==> src/rtl/fb_pkg.sv <==
// Shared frame-buffer definitions: fill modes, writer FSM states and the
// default geometry also used by the VGA reader.
package fb_pkg;

   localparam int FB_IMG_W  = 64;
   localparam int FB_IMG_H  = 64;
   localparam int FB_ADDR_W = 12;

   typedef enum logic [1:0] {
      FB_SOLID = 2'b00,
      FB_CHECK = 2'b01,
      FB_CLEAR = 2'b10
   } fb_mode_e;

   typedef enum logic [1:0] {
      IDLE  = 2'd0,
      CHECK = 2'd1,
      WRITE = 2'd2,
      DONE  = 2'd3
   } fb_state_e;

endpackage

==> src/rtl/fb_pattern_gen.sv <==
// Combinational fill-pattern generator: maps a pixel coordinate, fill mode
// and colour to the pixel value. Mode 11 is treated as solid.
module fb_pattern_gen
   import fb_pkg::*;
#(
   parameter int X_W    = 6,
   parameter int Y_W    = 6,
   parameter int PIX_W  = 1,
   parameter int CHK_SH = 2
) (
   input  logic [X_W-1:0]   x,
   input  logic [Y_W-1:0]   y,
   input  logic [1:0]       mode,
   input  logic [PIX_W-1:0] color,
   output logic [PIX_W-1:0] pixel
);

   localparam int C_W = (X_W > Y_W) ? X_W : Y_W;
   localparam logic [C_W-1:0] CHK_MASK = C_W'(1 << CHK_SH);

   logic [C_W-1:0] xy_s;
   logic           chk_odd_s;

   assign xy_s      = C_W'(x) ^ C_W'(y);
   assign chk_odd_s = |(xy_s & CHK_MASK);

   // pixel value selection per fill mode
   always_comb begin
      pixel = color;
      case (mode)
         FB_CHECK: pixel = chk_odd_s ? ~color : color;
         FB_CLEAR: pixel = {PIX_W{1'b0}};
         default:  pixel = color;
      endcase
   end

endmodule

==> src/rtl/fb_rect_writer.sv <==
// Rectangle filler for the frame-buffer RAM write port with start/busy/done
// handshake and wr_ready back-pressure. Define FB_RECT_COUNT_EN to add pix_count.
module fb_rect_writer
   import fb_pkg::*;
#(
   parameter int IMG_W  = FB_IMG_W,
   parameter int IMG_H  = FB_IMG_H,
   parameter int ADDR_W = FB_ADDR_W,
   parameter int PIX_W  = 1,
   parameter int CHK_SH = 2
) (
   input  logic                       clock_50MHz,
   input  logic                       reset_n,
   input  logic                       start,
   input  logic [1:0]                 mode,
   input  logic [$clog2(IMG_W)-1:0]   x0,
   input  logic [$clog2(IMG_W)-1:0]   x1,
   input  logic [$clog2(IMG_H)-1:0]   y0,
   input  logic [$clog2(IMG_H)-1:0]   y1,
   input  logic [PIX_W-1:0]           color,
   input  logic                       wr_ready,
   output logic [ADDR_W-1:0]          wr_addr,
   output logic [PIX_W-1:0]           wr_data,
   output logic                       wr_en,
   output logic                       busy,
   output logic                       done,
`ifdef FB_RECT_COUNT_EN
   output logic [ADDR_W:0]            pix_count,
`endif
   output logic                       err
);

   localparam int XW = $clog2(IMG_W);
   localparam int YW = $clog2(IMG_H);

   localparam logic [1:0] ST_IDLE  = IDLE;
   localparam logic [1:0] ST_CHECK = CHECK;
   localparam logic [1:0] ST_WRITE = WRITE;
   localparam logic [1:0] ST_DONE  = DONE;

   logic [1:0]        state_r;
   logic [XW-1:0]     x0_r, x1_r, x_r;
   logic [YW-1:0]     y0_r, y1_r, y_r;
   logic [1:0]        mode_r;
   logic [PIX_W-1:0]  color_r;

   logic [XW-1:0]     nx_s;
   logic [YW-1:0]     ny_s;
   logic [PIX_W-1:0]  pix_s;
   logic [31:0]       x1_ext_s, y1_ext_s;
   logic              rect_ok_s;
   logic              consume_s;
   logic              last_col_s, last_row_s;
   logic [ADDR_W-1:0] base_addr_s;
   logic [ADDR_W-1:0] row_step_s;

   // Widened bounds keep the range test meaningful for non power-of-two heights.
   assign x1_ext_s    = 32'(x1_r);
   assign y1_ext_s    = 32'(y1_r);
   assign rect_ok_s   = (x0_r <= x1_r) && (y0_r <= y1_r) &&
                        (x1_ext_s < 32'(IMG_W)) && (y1_ext_s < 32'(IMG_H));
   assign consume_s   = (state_r == ST_WRITE) && wr_en && wr_ready;
   assign last_col_s  = (x_r == x1_r);
   assign last_row_s  = (y_r == y1_r);
   assign base_addr_s = (ADDR_W'(y0_r) << XW) + ADDR_W'(x0_r);
   assign row_step_s  = ADDR_W'(IMG_W) - ADDR_W'(x1_r - x0_r);

   // coordinate of the pixel that will be presented after this cycle
   always_comb begin
      nx_s = x_r;
      ny_s = y_r;
      if (state_r == ST_CHECK) begin
         nx_s = x0_r;
         ny_s = y0_r;
      end else if (!last_col_s) begin
         nx_s = x_r + XW'(1);
      end else begin
         nx_s = x0_r;
         ny_s = y_r + YW'(1);
      end
   end

   fb_pattern_gen #(
      .X_W    (XW),
      .Y_W    (YW),
      .PIX_W  (PIX_W),
      .CHK_SH (CHK_SH)
   ) u_pattern (
      .x     (nx_s),
      .y     (ny_s),
      .mode  (mode_r),
      .color (color_r),
      .pixel (pix_s)
   );

   // fill FSM and registered write-port outputs
   always_ff @(posedge clock_50MHz) begin
      if (!reset_n) begin
         state_r <= ST_IDLE;
         x0_r    <= {XW{1'b0}};
         x1_r    <= {XW{1'b0}};
         x_r     <= {XW{1'b0}};
         y0_r    <= {YW{1'b0}};
         y1_r    <= {YW{1'b0}};
         y_r     <= {YW{1'b0}};
         mode_r  <= 2'b00;
         color_r <= {PIX_W{1'b0}};
         wr_addr <= {ADDR_W{1'b0}};
         wr_data <= {PIX_W{1'b0}};
         wr_en   <= 1'b0;
         busy    <= 1'b0;
         done    <= 1'b0;
         err     <= 1'b0;
      end else begin
         case (state_r)
            ST_IDLE: begin
               if (start) begin
                  x0_r    <= x0;
                  x1_r    <= x1;
                  y0_r    <= y0;
                  y1_r    <= y1;
                  mode_r  <= mode;
                  color_r <= color;
                  busy    <= 1'b1;
                  err     <= 1'b0;
                  state_r <= ST_CHECK;
               end
            end
            ST_CHECK: begin
               if (!rect_ok_s) begin
                  err     <= 1'b1;
                  done    <= 1'b1;
                  state_r <= ST_DONE;
               end else begin
                  x_r     <= x0_r;
                  y_r     <= y0_r;
                  wr_addr <= base_addr_s;
                  wr_data <= pix_s;
                  wr_en   <= 1'b1;
                  state_r <= ST_WRITE;
               end
            end
            ST_WRITE: begin
               if (consume_s) begin
                  if (last_col_s && last_row_s) begin
                     wr_en   <= 1'b0;
                     done    <= 1'b1;
                     state_r <= ST_DONE;
                  end else if (!last_col_s) begin
                     x_r     <= nx_s;
                     wr_addr <= wr_addr + ADDR_W'(1);
                     wr_data <= pix_s;
                  end else begin
                     x_r     <= nx_s;
                     y_r     <= ny_s;
                     wr_addr <= wr_addr + row_step_s;
                     wr_data <= pix_s;
                  end
               end
            end
            ST_DONE: begin
               done    <= 1'b0;
               busy    <= 1'b0;
               state_r <= ST_IDLE;
            end
            default: begin
               wr_en   <= 1'b0;
               done    <= 1'b0;
               busy    <= 1'b0;
               state_r <= ST_IDLE;
            end
         endcase
      end
   end

`ifdef FB_RECT_COUNT_EN
   // consumed-write counter, cleared on each accepted start
   always_ff @(posedge clock_50MHz) begin
      if (!reset_n) begin
         pix_count <= {(ADDR_W+1){1'b0}};
      end else if ((state_r == ST_IDLE) && start) begin
         pix_count <= {(ADDR_W+1){1'b0}};
      end else if (consume_s) begin
         pix_count <= pix_count + (ADDR_W+1)'(1);
      end else begin
         pix_count <= pix_count;
      end
   end
`endif

endmodule

==> config.mk <==
export PLATFORM = sky130hd
export DESIGN_NAME = fb_rect_writer
export DESIGN_NICKNAME = d
export VERILOG_FILES = /design/src/rtl/fb_pkg.sv /design/src/rtl/fb_pattern_gen.sv /design/src/rtl/fb_rect_writer.sv
export SDC_FILE = /design/constraint.sdc
export NUM_CORES = 1
export LEC_CHECK = 0
export ABC_AREA = 1
export CAP_MARGIN = 20
export CORE_MARGIN = 5
export CORE_UTILIZATION = 55
export CTS_BUF_LIST = sky130_fd_sc_hd__clkbuf_8
export DETAILED_ROUTE_END_ITERATION = 6
export GPL_TIMING_DRIVEN = 0
export PLACE_DENSITY = 0.9
export SLEW_MARGIN = 20
export SYNTH_ARGS = -nofsm -noshare
export SYNTH_HDL_FRONTEND = slang
export SYNTH_SLANG_ARGS = --single-unit
export TNS_END_PERCENT = 5
==> constraint.sdc <==
create_clock -name clock_50MHz -period 4.6 [get_ports clock_50MHz]
set_clock_uncertainty 0.2 [all_clocks]
set_input_delay 0.46 -clock clock_50MHz [delete_from_list [all_inputs] [get_ports clock_50MHz]]
set_output_delay 0.46 -clock clock_50MHz [all_outputs]
set_load 0.1 [all_outputs]
==> results.cfg <==
[clocking]
clk_latency_ns = 0.35
post_cts_resized = 0
cts_sinks = 58
clk_pin_slew_worst_paths_ns = 0.06
cts_tree = yes
clock_path_buffers = 2
cts_setup_buffers = 0
holdBufCountCts = 0
cts_buffers = 9
cts_root_buf = clkbuf_8
h-tree-depth = 3

[synthesis]
syn_avg_cell_area_um2 = 6.94
synthAdderAreaFrac_pct = 10.7
synth.area.mux_share_pct = 0
synth_area_um2 = 3780
synth_top_family_by_area = compound AO/OA/AOI/OAI gates
yosys.area_share.simple_pct = 21.9
synth-xor-area-share_pct = 4.63
synth_edf_count = 0
synth_seq_area_share_pct = 30.7
synth_async_sr_flop_share_pct = 0
ys.flop_type = dfxtp_1
synthDistinctLibCells = 39
ys_seq_elements = 58
netlist_instances = 545
synth_compound_area_share_pct = 22.3
syn_nets = 607
yosys_warnings = 0

[finish]
layout_common_cells = 102 x nand2_1, 69 x o21ai_0, 66 x inv_1, 61 x a21oi_1, 58 x dfxtp_1
n_antenna_cell = 0
drive_gt1_share_pct = 6.75
final_common_cell = nand2_1
area_growth_pct = 20.5
nNetsFinal = 664

[place]
dp_slack_ns = 0.862
port-buffer-count = 46
dp_hpwl_mm = 7.84
globalplace.congestion = 0.949

[detailed_routing]
avgRoutedWirePerCell_um = 15.6
detail_route.first_pass.iterations = 5
drt_iter0_markers = 298
via_per_inst = 5.86
num_vias = 4023
drc = 0
postRouteAntennaNets = 0
drt_wl_total_mm = 10.7

[timing]
hold_viol = 0
slew_violations = 0
fin_ws_ns = 0.699
setup_violations = 0
period_share_pct = 84.8
period_minus_slack_ns = 3.90
rsz0062_at_grt = false
max_freq_mhz = 256
worstMarginPinSlew_ns = 1.01
setup_tns_ns = 0
max-slew-margin-rel_pct = 32.7

[critical_path]
r2r-start = x0_r[0]$_SDFFE_PN0P_
ff2ff_setup_slack_ns = 0.70
worst_path_largest_cell_delay_ns = 0.46
reg2regPathDepth = 24
path_common_cell = nand2_1
cp_slowest_cell = dfxtp_1
critical_path.cell_chain = ha_1 > inv_1 > fa_1 > inv_1 > ha_1 > inv_1 > nor2_1 > nand2_1 > nor2_1 > nand2_1 > o21ai_0 > a21oi_1 > ha_1 > nand2_1 > inv_1 > nand2_1 > nand2_1 > nand2_1 > o211ai_1 > or2_2 > nand3_1 > o21ai_0 > nand2_1 > a21oi_1
crit_arrival_ns = 3.91
cp-end-kind = flip-flop
crit_buf_inv = 4
worstSetupPathType = flip-flop to flip-flop
cp-start-kind = flip-flop
crit_required_ns = 4.61
r2r_end = wr_addr[11]$_SDFFE_PN0P_
cp_top_family = simple AND/OR/NAND/NOR gates
cp_max_fo = 5

[floorplanning]
initial_core_util_pct = 56.0
die_x_um = 92.9
rows = 30
io-pin-count = 48
die_area_um2 = 8640
dieHeight_um = 92.9
core-area_um2 = 6760

[worst_hold_path]
whs_path_depth = 2
min_to = mode_r[1]$_SDFFE_PN0P_
hold_path.class = flip-flop to flip-flop
min_from = mode_r[1]$_SDFFE_PN0P_

[grt]
grt_pass1_vias = 3745
grt_pass1_wl_mm = 17.0
gr-total-overflow = 0
grt_util_all_layers_pct = 24.9
grt_max_degree = 11
antenna_found_initial = 0

[power]
cellLeakagePower_nw = 2.02
p_per_area_nw_per_um2 = 745
vdd.ir_drop.worst_uv = 450

[flow_run]
drv_cap = 0

[status]
status = complete, no violations
-- cells in the mapped netlist, types with 7 or more instances --
library cell / count / area share (%)
clkbuf_1: 13 / 1.3
o21ai_0: 69 / 9.1
dfxtp_1: 58 / 31
xnor2_1: 7 / 1.6
inv_1: 64 / 6.4
nand3_1: 23 / 3.0
a21oi_1: 61 / 8.1
a31oi_1: 8 / 1.3
nand2_1: 102 / 10
xor2_1: 13 / 3.0
ha_1: 29 / 9.6
nor2_1: 42 / 4.2
-- worst reg2reg max path, stage by stage (launching register included) --
cell and delay [ns]:
dfxtp_1 0.46, ha_1 0.21, inv_1 0.07, fa_1 0.45, inv_1 0.09, ha_1 0.17, inv_1 0.05, nor2_1 0.17
nand2_1 0.15, nor2_1 0.13, nand2_1 0.07, o21ai_0 0.16, a21oi_1 0.07, ha_1 0.34, nand2_1 0.11, inv_1 0.04
nand2_1 0.06, nand2_1 0.06, nand2_1 0.06, o211ai_1 0.11, or2_2 0.29, nand3_1 0.07, o21ai_0 0.08, nand2_1 0.08
a21oi_1 0.05
-- cell type report --
cell class | count | area (um2)
Clock inverter | 3 | 37.5
Fill cell | 591 | 2200
Sequential cell | 58 | 1160
Multi-Input combinational cell | 398 | 2250
Inverter | 71 | 272
Tap cell | 80 | 100
Buffer | 18 | 98.8
Clock buffer | 13 | 179
Timing Repair Buffer | 46 | 460
-- power breakdown --
group / total, mW / switching (mW) / internal [mW] / leakage (nW)
Sequential: 0.794 / 0.142 / 0.652 / 0.478
Clock: 0.514 / 0.208 / 0.306 / 0.118
Combinational: 2.09 / 1.42 / 0.665 / 1.42
Total: 3.40 / 1.77 / 1.62 / 2.02
-- metal layers --
metal / track usage (%) / up-vias / share of wire [%]
met2: 42.2 / 197 / 48
met5: 0 / - / 0
met1: 29.7 / 1846 / 40
met4: 12.8 / 0 / 4.3
met3: 4.79 / 46 / 7.4
li1: - / 1934 / -
-- state kept, by name, indices dropped and copies added (netlist names), 5 cells and up, named ones only --
| signal | flops |
|---|---|
| y0_r | 6 |
| y1_r | 6 |
| x0_r | 6 |
| wr_addr | 12 |
| x1_r | 6 |
| y_r | 5 |
| x_r | 6 |
-- kinds of logic (layout without fill, tap and decap cells) --
kind of cell,after synthesis,in the layout
and+or+nand+nor,191,191
AOI/OAI and AO/OA,156,156
buffers and inverters,89,151
DFF,58,58
adders and majority gates,31,31
xor gates and xnor gates,20,20
-- how the worst max path moves through the flow --
stage / startpoint / endpoint / slack, ns / cells after the start
6_report: x0_r[0]$_SDFFE_PN0P_ / wr_addr[11]$_SDFFE_PN0P_ / 0.70 / 24
5_1_grt: x0_r[0]$_SDFFE_PN0P_ / wr_addr[9]$_SDFFE_PN0P_ / 0.46 / 27
4_1_cts: x0_r[0]$_SDFFE_PN0P_ / wr_addr[11]$_SDFFE_PN0P_ / 0.77 / 24
3_5_place_dp: x0_r[0]$_SDFFE_PN0P_ / wr_addr[11]$_SDFFE_PN0P_ / 0.86 / 24
3_3_place_gp: x0_r[0]$_SDFFE_PN0P_ / wr_addr[11]$_SDFFE_PN0P_ / 1.00 / 24
2_1_floorplan: x1_r[0]$_SDFFE_PN0P_ / wr_addr[11]$_SDFFE_PN0P_ / 1.27 / 25
-- per-stage QoR --
step                      instances  hold slack [ns]  power (mW)  cell area [um2]  utilization (%)
after global placement          671            0.252        2.74             4340             64.3
after detailed placement        671            0.264        2.82             4340             64.3
after CTS                       687            0.279        3.35             4560             67.5
final                           687            0.285        3.40             4560             67.5
after floorplan                 545            0.233        2.33             3780                -
after global routing            687            0.309        3.63             4560             67.5
(Power assumes the default switching activity.)
